**src/rtl/lzrw1_stream_sequencer.sv**
```systemverilog
// Parses an LZRW1 compressed byte stream into literal/copy items for decompressor_top.
// Optional LZRW1_HEADER_EN: 4-byte little-endian flag word precedes the stream.
module lzrw1_stream_sequencer #(
    parameter int unsigned LEN_W        = 16,
    parameter int unsigned CNT_W        = 16,
    parameter int unsigned GUARD_CYCLES = 1
) (
    input  logic             clock,
    input  logic             reset,
    input  logic             start,
    input  logic [LEN_W-1:0] stream_len,
    input  logic [7:0]       byte_in,
    input  logic             byte_in_valid,
    output logic             byte_in_ready,
    output logic [15:0]      dec_data_in,
    output logic             dec_control_word_in,
    output logic             dec_data_in_valid,
    input  logic             dec_busy,
    output logic             seq_busy,
    output logic             done,
    output logic             error,
    output logic [CNT_W-1:0] items_issued
);

    localparam int unsigned GW = (GUARD_CYCLES > 1) ? $clog2(GUARD_CYCLES) : 1;
    localparam logic [GW-1:0] GuardLast = GW'(GUARD_CYCLES - 1);
    localparam logic [LEN_W-1:0] RemOne = LEN_W'(1);

    typedef enum logic [3:0] {
        StIdle,
        StCwLo,
        StCwHi,
        StItemB0,
        StItemB1,
        StIssue,
        StGuard,
        StDone
`ifdef LZRW1_HEADER_EN
        ,
        StHdr0,
        StHdr1,
        StHdr2,
        StHdr3
`endif
    } state_e;

    state_e           state_q, state_d;
    logic [LEN_W-1:0] rem_q, rem_d;
    logic [15:0]      cw_q, cw_d;
    logic [3:0]       bit_idx_q, bit_idx_d;
    logic [7:0]       b0_q, b0_d;
    logic [15:0]      data_q, data_d;
    logic             ctrl_q, ctrl_d;
    logic [CNT_W-1:0] items_q, items_d;
    logic             error_q, error_d;
    logic [GW-1:0]    guard_q, guard_d;
    logic             pop;
    logic             copy_mode;

`ifdef LZRW1_HEADER_EN
    logic [23:0] flag_q, flag_d;
    logic        copy_q, copy_d;
    logic [31:0] flag_word;
    assign copy_mode = copy_q;
    assign flag_word = {byte_in, flag_q};
`else
    assign copy_mode = 1'b0;
`endif

    assign pop = byte_in_valid && byte_in_ready;

    always_comb begin
        state_d       = state_q;
        rem_d         = rem_q;
        cw_d          = cw_q;
        bit_idx_d     = bit_idx_q;
        b0_d          = b0_q;
        data_d        = data_q;
        ctrl_d        = ctrl_q;
        items_d       = items_q;
        error_d       = error_q;
        guard_d       = guard_q;
        byte_in_ready = 1'b0;
`ifdef LZRW1_HEADER_EN
        flag_d        = flag_q;
        copy_d        = copy_q;
`endif
        unique case (state_q)
            StIdle: begin
                if (start) begin
                    rem_d     = stream_len;
                    error_d   = 1'b0;
                    items_d   = '0;
                    bit_idx_d = '0;
`ifdef LZRW1_HEADER_EN
                    copy_d = 1'b0;
                    if (stream_len < LEN_W'(4)) begin
                        error_d = 1'b1;
                        state_d = StDone;
                    end else begin
                        state_d = StHdr0;
                    end
`else
                    state_d = (stream_len == '0) ? StDone : StCwLo;
`endif
                end
            end
`ifdef LZRW1_HEADER_EN
            StHdr0, StHdr1, StHdr2: begin
                byte_in_ready = 1'b1;
                if (pop) begin
                    rem_d = rem_q - RemOne;
                    unique case (state_q)
                        StHdr0: begin flag_d[7:0]   = byte_in; state_d = StHdr1; end
                        StHdr1: begin flag_d[15:8]  = byte_in; state_d = StHdr2; end
                        default: begin flag_d[23:16] = byte_in; state_d = StHdr3; end
                    endcase
                end
            end
            StHdr3: begin
                byte_in_ready = 1'b1;
                if (pop) begin
                    rem_d = rem_q - RemOne;
                    if (flag_word == 32'd1) begin
                        copy_d  = 1'b1;
                        state_d = (rem_q == RemOne) ? StDone : StItemB0;
                    end else if (flag_word == 32'd0) begin
                        state_d = (rem_q == RemOne) ? StDone : StCwLo;
                    end else begin
                        error_d = 1'b1;
                        state_d = StDone;
                    end
                end
            end
`endif
            StCwLo: begin
                byte_in_ready = 1'b1;
                if (pop) begin
                    cw_d[7:0] = byte_in;
                    rem_d     = rem_q - RemOne;
                    // A lone low byte at stream end is a truncated control word.
                    if (rem_q == RemOne) begin
                        error_d = 1'b1;
                        state_d = StDone;
                    end else begin
                        state_d = StCwHi;
                    end
                end
            end
            StCwHi: begin
                byte_in_ready = 1'b1;
                if (pop) begin
                    cw_d[15:8] = byte_in;
                    rem_d      = rem_q - RemOne;
                    bit_idx_d  = '0;
                    state_d    = (rem_q == RemOne) ? StDone : StItemB0;
                end
            end
            StItemB0: begin
                byte_in_ready = 1'b1;
                if (pop) begin
                    rem_d = rem_q - RemOne;
                    b0_d  = byte_in;
                    if (copy_mode || !cw_q[bit_idx_q]) begin
                        data_d  = {8'h00, byte_in};
                        ctrl_d  = 1'b0;
                        state_d = StIssue;
                    end else if (rem_q == RemOne) begin
                        error_d = 1'b1;
                        state_d = StDone;
                    end else begin
                        state_d = StItemB1;
                    end
                end
            end
            StItemB1: begin
                byte_in_ready = 1'b1;
                if (pop) begin
                    rem_d   = rem_q - RemOne;
                    data_d  = {b0_q, byte_in};
                    ctrl_d  = 1'b1;
                    state_d = StIssue;
                end
            end
            StIssue: begin
                if (!dec_busy) begin
                    if (items_q != '1) items_d = items_q + CNT_W'(1);
                    bit_idx_d = bit_idx_q + 4'd1;
                    guard_d   = '0;
                    state_d   = StGuard;
                end
            end
            StGuard: begin
                if (guard_q == GuardLast) begin
                    if (rem_q == '0) state_d = StDone;
                    else if (copy_mode) state_d = StItemB0;
                    else if (bit_idx_q == '0) state_d = StCwLo; // all 16 bits consumed
                    else state_d = StItemB0;
                end else begin
                    guard_d = guard_q + GW'(1);
                end
            end
            StDone: state_d = StIdle;
            default: state_d = StIdle;
        endcase
    end

    always_ff @(posedge clock) begin
        if (!reset) begin
            state_q   <= StIdle;
            rem_q     <= '0;
            cw_q      <= '0;
            bit_idx_q <= '0;
            b0_q      <= '0;
            data_q    <= '0;
            ctrl_q    <= 1'b0;
            items_q   <= '0;
            error_q   <= 1'b0;
            guard_q   <= '0;
`ifdef LZRW1_HEADER_EN
            flag_q    <= '0;
            copy_q    <= 1'b0;
`endif
        end else begin
            state_q   <= state_d;
            rem_q     <= rem_d;
            cw_q      <= cw_d;
            bit_idx_q <= bit_idx_d;
            b0_q      <= b0_d;
            data_q    <= data_d;
            ctrl_q    <= ctrl_d;
            items_q   <= items_d;
            error_q   <= error_d;
            guard_q   <= guard_d;
`ifdef LZRW1_HEADER_EN
            flag_q    <= flag_d;
            copy_q    <= copy_d;
`endif
        end
    end

    assign dec_data_in         = data_q;
    assign dec_control_word_in = ctrl_q;
    assign dec_data_in_valid   = (state_q == StIssue);
    assign seq_busy            = (state_q != StIdle);
    // Truncation/header errors also pass through DONE but must not pulse done.
    assign done                = (state_q == StDone) && !error_q;
    assign error               = error_q;
    assign items_issued        = items_q;

endmodule
```
**config.mk**
```make
export PLATFORM = sky130hd
export DESIGN_NAME = lzrw1_stream_sequencer
export DESIGN_NICKNAME = d
export VERILOG_FILES = /design/src/rtl/lzrw1_stream_sequencer.sv
export SDC_FILE = /design/constraint.sdc
export NUM_CORES = 1
export LEC_CHECK = 0
export ABC_AREA = 1
export CAP_MARGIN = 0
export CORE_UTILIZATION = 54
export DETAILED_ROUTE_END_ITERATION = 12
export GPL_TIMING_DRIVEN = 0
export PLACE_DENSITY = 0.8
export SLEW_MARGIN = 20
export SYNTH_ARGS = -nofsm -noshare
export SYNTH_HDL_FRONTEND = slang
export SYNTH_SLANG_ARGS = --single-unit
```
**constraint.sdc**
```tcl
create_clock -name clock -period 2.5 [get_ports clock]
set_clock_uncertainty 0.2 [all_clocks]
set_input_delay 0.375 -clock clock [delete_from_list [all_inputs] [get_ports clock]]
set_output_delay 0.375 -clock clock [all_outputs]
set_load 0.02 [all_outputs]
```
Word level (Yosys, flattened, before mapping). Cells that the tools add are included.

Flip-flop bits (word level): 83. Input bits: 29. Output and inout port bits: 38. Logic and storage cells: 107.

Equal/unequal tests: 20. Magnitude comparators: 1. Reductions and logical operators: 25. Multiplexer cells: 46. Add/subtract/negate cells: 4.

Operators with widths (count): $mux W16 (8); $pmux W16 S2 (3); $mux W4 (10); $logic_not A16 Y1 (2); $pmux W4 S7 (1); $ne A2 B2 Y1 const B (9); $add A16 B1 Y16 const B (1); $eq A16 B1 Y1 const B (1); $eq A4 B3 Y1 const B (4); $ne A16 B16 Y1 const B (1); $sub A16 B1 Y16 const B (1); $mux W1 (12); $mux W3 (4); $pmux W4 S3 (1); $reduce_and A4 Y1 (3); $eq A4 B2 Y1 const B (2); $logic_not A4 Y1 (2); $reduce_and A2 Y1 (4); $reduce_bool A2 Y1 (4); $reduce_and A7 Y1 (1); $mux W2 (3); $reduce_bool A3 Y1 (2); $lt A4 B5 Y1 const B (1); $reduce_and A5 Y1 (1); 12 further kinds (15).

Longest topological paths before layout.
Depth after elaboration: 6. Gate-level depth with buffers: 13. Gate-level depth less buffers: 13.

Worst setup path after synthesis. No wires, ideal clock.

Path kind: register -> register. From: register items_q[0] (netlist: items_issued[0]). To: register items_q[10] (netlist: items_issued[10]). Cell stages (with the launch flop): 11. Slack: 540 ps. Data arrival time: 1628 ps. Path buffers: 1. Data required time: 2168 ps. Path through: dfxtp_1 > ha_1 > and3_1 > nand2_1 > nor2_1 > nand2_1 > nand3b_4 > inv_2 > buf_4 > nand2_1 > a21oi_1.

Longest elaborated chain between the ends: 4. Elaborated cells between the ends (all ways): 7. Those cells by class: 1 x add/sub; 2 x eq/ne; 3 x mux; 1 x reduce/logical.

Ends and longest elaborated chain: start: declaration (line 54) `logic [CNT_W-1:0] items_q, items_d;`; start signal: assignment (line 232) `items_q <= items_d;`; $add A16 B1 Y16 (line 187) `if (items_q != '1) items_d = items_q + CNT_W'(1);`; $mux W16 (line 187); $mux W16 (line 186) `if (!dec_busy) begin`; $pmux W16 S2 (line 88) `unique case (state_q)`.

Several ways; a longest one is shown, not always the timed one. The select of a mux whose other input is x is not followed. A chain may end at the register's enable or synchronous reset.

Worst setup path after layout.
From: register state_q[2]. To: output seq_busy.

Longest elaborated chain between the ends: 1.

Ends and longest elaborated chain: start: declaration (line 47) `state_e state_q, state_d;`; start signal: assignment (line 210) `state_q <= StIdle;`; start signal: assignment (line 225) `state_q <= state_d;`; $reduce_bool A4 Y1 (line 245) `assign seq_busy = (state_q != StIdle);`; end: declaration (line 19) `output logic seq_busy,`.

Every way passes these cells.

==> implementation parameters <==
Parameter                              Value

Drt
  Count of TritonRoute iterations in the first routing pass ... 5
  Via density per instance ... 5.51
  Violation count after the first detailed-routing iteration ... 271
  Wirelength, routed ... 11700 microns
  Post-DR wirelength/cell ... 13.9 microns
  Post-detailed-route DRC marker count ... 0
  Vias ... 4615
  DRT antenna net count ... 0

Run status
  Outcome ... completed

Logic synthesis
  Total of warnings raised by yosys ... 0
  Distinct cells, synth ... 34
  Seq/Total Area, Yosys ... 0.376
  Average instance area after synthesis ... 6.60 sq um
  Gate count after technology mapping ... 653
  Synthesized netlist net count ... 688
  Netlist area before placement ... 0.00431 sq mm
  Register bit count reported by yosys ... 81

Worst setup path
  Critical path peak fanout ... 10
  Critical Path Sink Type ... output pin
  Ordered cell list for the critical path ... inv_2 -> nand2_1 -> clkdlybuf4s50_1
  Startpoint class of the critical path ... flip-flop
  Cell at the slowest stage of the critical path ... sky130_fd_sc_hd__clkdlybuf4s50_1
  Highest cell delay on the worst timing path ... 0.67 ns
  Cell count of the worst reg-to-reg path ... 10
  Arrival @ worst endpoint ... 1.84 ns
  Critical path class ... reg2out
  Required time of the critical path ... 1.92 ns

Layout
  Number of nets in the layout ... 765
  Share of layout cells above drive strength 1 ... 0.0776
  Final cell count without fillers ... 837
  P&R area growth vs syn ... 22.8%
  Inserted Diodes ... 0
  Final standard cell utilization of the core ... 0.685
  Most common cell after layout, fill and taps aside ... sky130_fd_sc_hd__nand2_1
  Commonest cells after routing, fill and taps aside ... sky130_fd_sc_hd__nand2_1 (157), sky130_fd_sc_hd__nor2_1 (103), sky130_fd_sc_hd__dfxtp_1 (80)

Place
  Final weighted congestion of routability-driven global placement ... 0.925
  DP Worst Slack ... 0.0410 ns
  Count of port buffers added during placement ... 66
  HPWL after DPL ... 8570 microns
  Post-placement cell count ... 821

Global route
  Aggregate global-route resource usage ... 0.290
  Gr ovfl total ... 0
  Number of global-route vias before repair ... 4149
  Pin count of the biggest net entering global routing ... 15
  Antenna violations before repair ... 0
  Global-route wire length before repair ... 19400 microns

Pwr
  Fraction of power consumed by sequential logic ... 0.315
  Power density relative to cell area ... 996 mW/mm^2
  Share of total power consumed by net switching ... 0.453
  Net switching power of the design ... 2.39 mW
  Clock power frac ... 0.183
  Internal power of the cells ... 2.88 mW
  Share of total power in combinational logic ... 0.501
  Highest ir drop seen on vdd ... 0.497 mV
  Leakage ... 2.11 nW

STA
  Hold Vio Cnt, Final ... 0
  Setup repair after global routing missed its margin ... false
  Endpoints failing setup ... 0
  Final setup margin ... 0.0839 ns
  Relative slew margins ... 0.530
  Tightest hold margin ... 0.269 ns
  Setup TNS after final layout ... 0 ns
  Share of the clock period used by the worst path after layout ... 0.966
  Final critical-path required period ... 2.42 ns
  Max Clock Freq ... 414 MHz
  Worst Max-Slew Pin Slew ... 0.705 ns
  Final max-slew violation count ... 0

Die
  Die H ... 91.4 microns
  Total die area ... 0.00835 sq mm
  Row count ... 32
  I/O pin cnt ... 67
  Die X ... 91.4 microns
  Starting density of the core ... 0.558
  Core footprint ... 0.00773 sq mm

Clock tree
  Max clock buf depth ... 2
  Clock-pin slew reported for the worst setup and hold paths after clock tree synthesis ... 0.09 ns
  CTS tree ... done
  Quantity of hold-fixing buffers added after cts ... 0
  Number of buffers added by the clock tree synthesis step ... 9
  Cell at the root of the clock tree ... sky130_fd_sc_hd__clkbuf_8
  Clock network latency to the later pin of the worst-skew pair ... 0.35 ns
  Clock sink count ... 81
  H-tree level count ... 3

Hold path
  Worst min path class ... reg2reg
  Number of stages on the worst hold path ... 2

Run
  Max cap viols ... 0
path summary, 6_finish.rpt:
path / start / slack [ns] / end
max: state_q[2] / 0.08 / seq_busy
min: dec_control_word_in / 0.27 / dec_control_word_in
max reg2reg: items_issued[0] / 0.36 / items_issued[0]
min reg2reg: dec_control_word_in / 0.27 / dec_control_word_in
critical path, delay by kind of cell, from the launching register on:
kind	cells	cell delay [ns]
flip-flops	1	0.43
AND/OR/NAND/NOR	1	0.26
buffers and inverters	2	0.80
routing by layer:
layer | up-vias | global-route usage | wire length, microns
li1 | 2287 | - | -
met1 | 2097 | 0.380 | 5150
met2 | 202 | 0.484 | 5390
met3 | 29 | 0.0494 | 866
met4 | 0 | 0.0926 | 251
met5 | - | 0 | 0
kinds of logic (layout without fill, tap and decap cells):
logic type	Yosys count	count (layout)	share of synthesized area
compound gates	128	128	0.155
xor+xnor	14	14	0.0284
fa+ha+maj	6	6	0.0174
buf+inv	73	155	0.0746
flops	81	81	0.376
simple gates	351	351	0.349
flip-flops by register name (all words and copies together) (netlist names):
name and flops:
cw_q 16, b0_q 8, rem_q 16, items_issued 16, bit_idx_q 4, state_q 3, dec_control_word_in 1, error 1
dec_data_in 16
power by group through the flow:
stage                     sequential [mW]  clock (mW)  combinational (mW)
final                                1.66       0.966                2.64
after global routing                 1.68        1.04                2.95
after CTS                            1.66       0.977                2.62
after detailed placement             1.68           0                2.62
after global placement               1.68           0                2.56
after floorplan                      1.65           0                1.97
stage by stage:
stage | instance area, sq um | power, mW
global route | 5300 | 5.68
floorplan | 4310 | 3.63
CTS | 5300 | 5.25
finish | 5300 | 5.27
detailed placement | 5100 | 4.30
global placement | 5100 | 4.24
area by class of cell:
| type | count | area (sq um) |
|---|---|---|
| multi-input combinational | 499 | 2370 |
| timing repair buffer | 66 | 658 |
| inverter | 51 | 194 |
| buffer | 22 | 128 |
| clock buffer | 11 | 131 |
| tap | 102 | 128 |
| clock inverter | 5 | 65.1 |
| sequential | 81 | 1620 |
| fill | 669 | 2430 |
cell usage after synthesis (all sizes together):
library cell / count / area share
nand3b: 3 / 0.0081
and3: 1 / 0.0015
buf: 14 / 0.023
dfxtp: 81 / 0.38
nand3: 56 / 0.066
nand4: 5 / 0.0073
o21ai: 56 / 0.068
inv: 51 / 0.045
nand2: 165 / 0.15
nor3b: 2 / 0.0035
a21oi: 69 / 0.080
xor2: 9 / 0.018
a211oi: 1 / 0.0029
clkbuf: 8 / 0.0070
nor3: 9 / 0.010
or2: 2 / 0.0029
ha: 6 / 0.017
o211a: 1 / 0.0023
nor2: 108 / 0.099
o2111ai: 1 / 0.0020
xnor2: 5 / 0.010
what timing repair did:
item | in CTS | in global routing
gates cloned | 0 | 0
setup endpoints to repair | 2 | 2
resized for setup | 2 | 3
setup buffers | 0 | 0
Note: power is estimated with default switching activity, not from simulation.
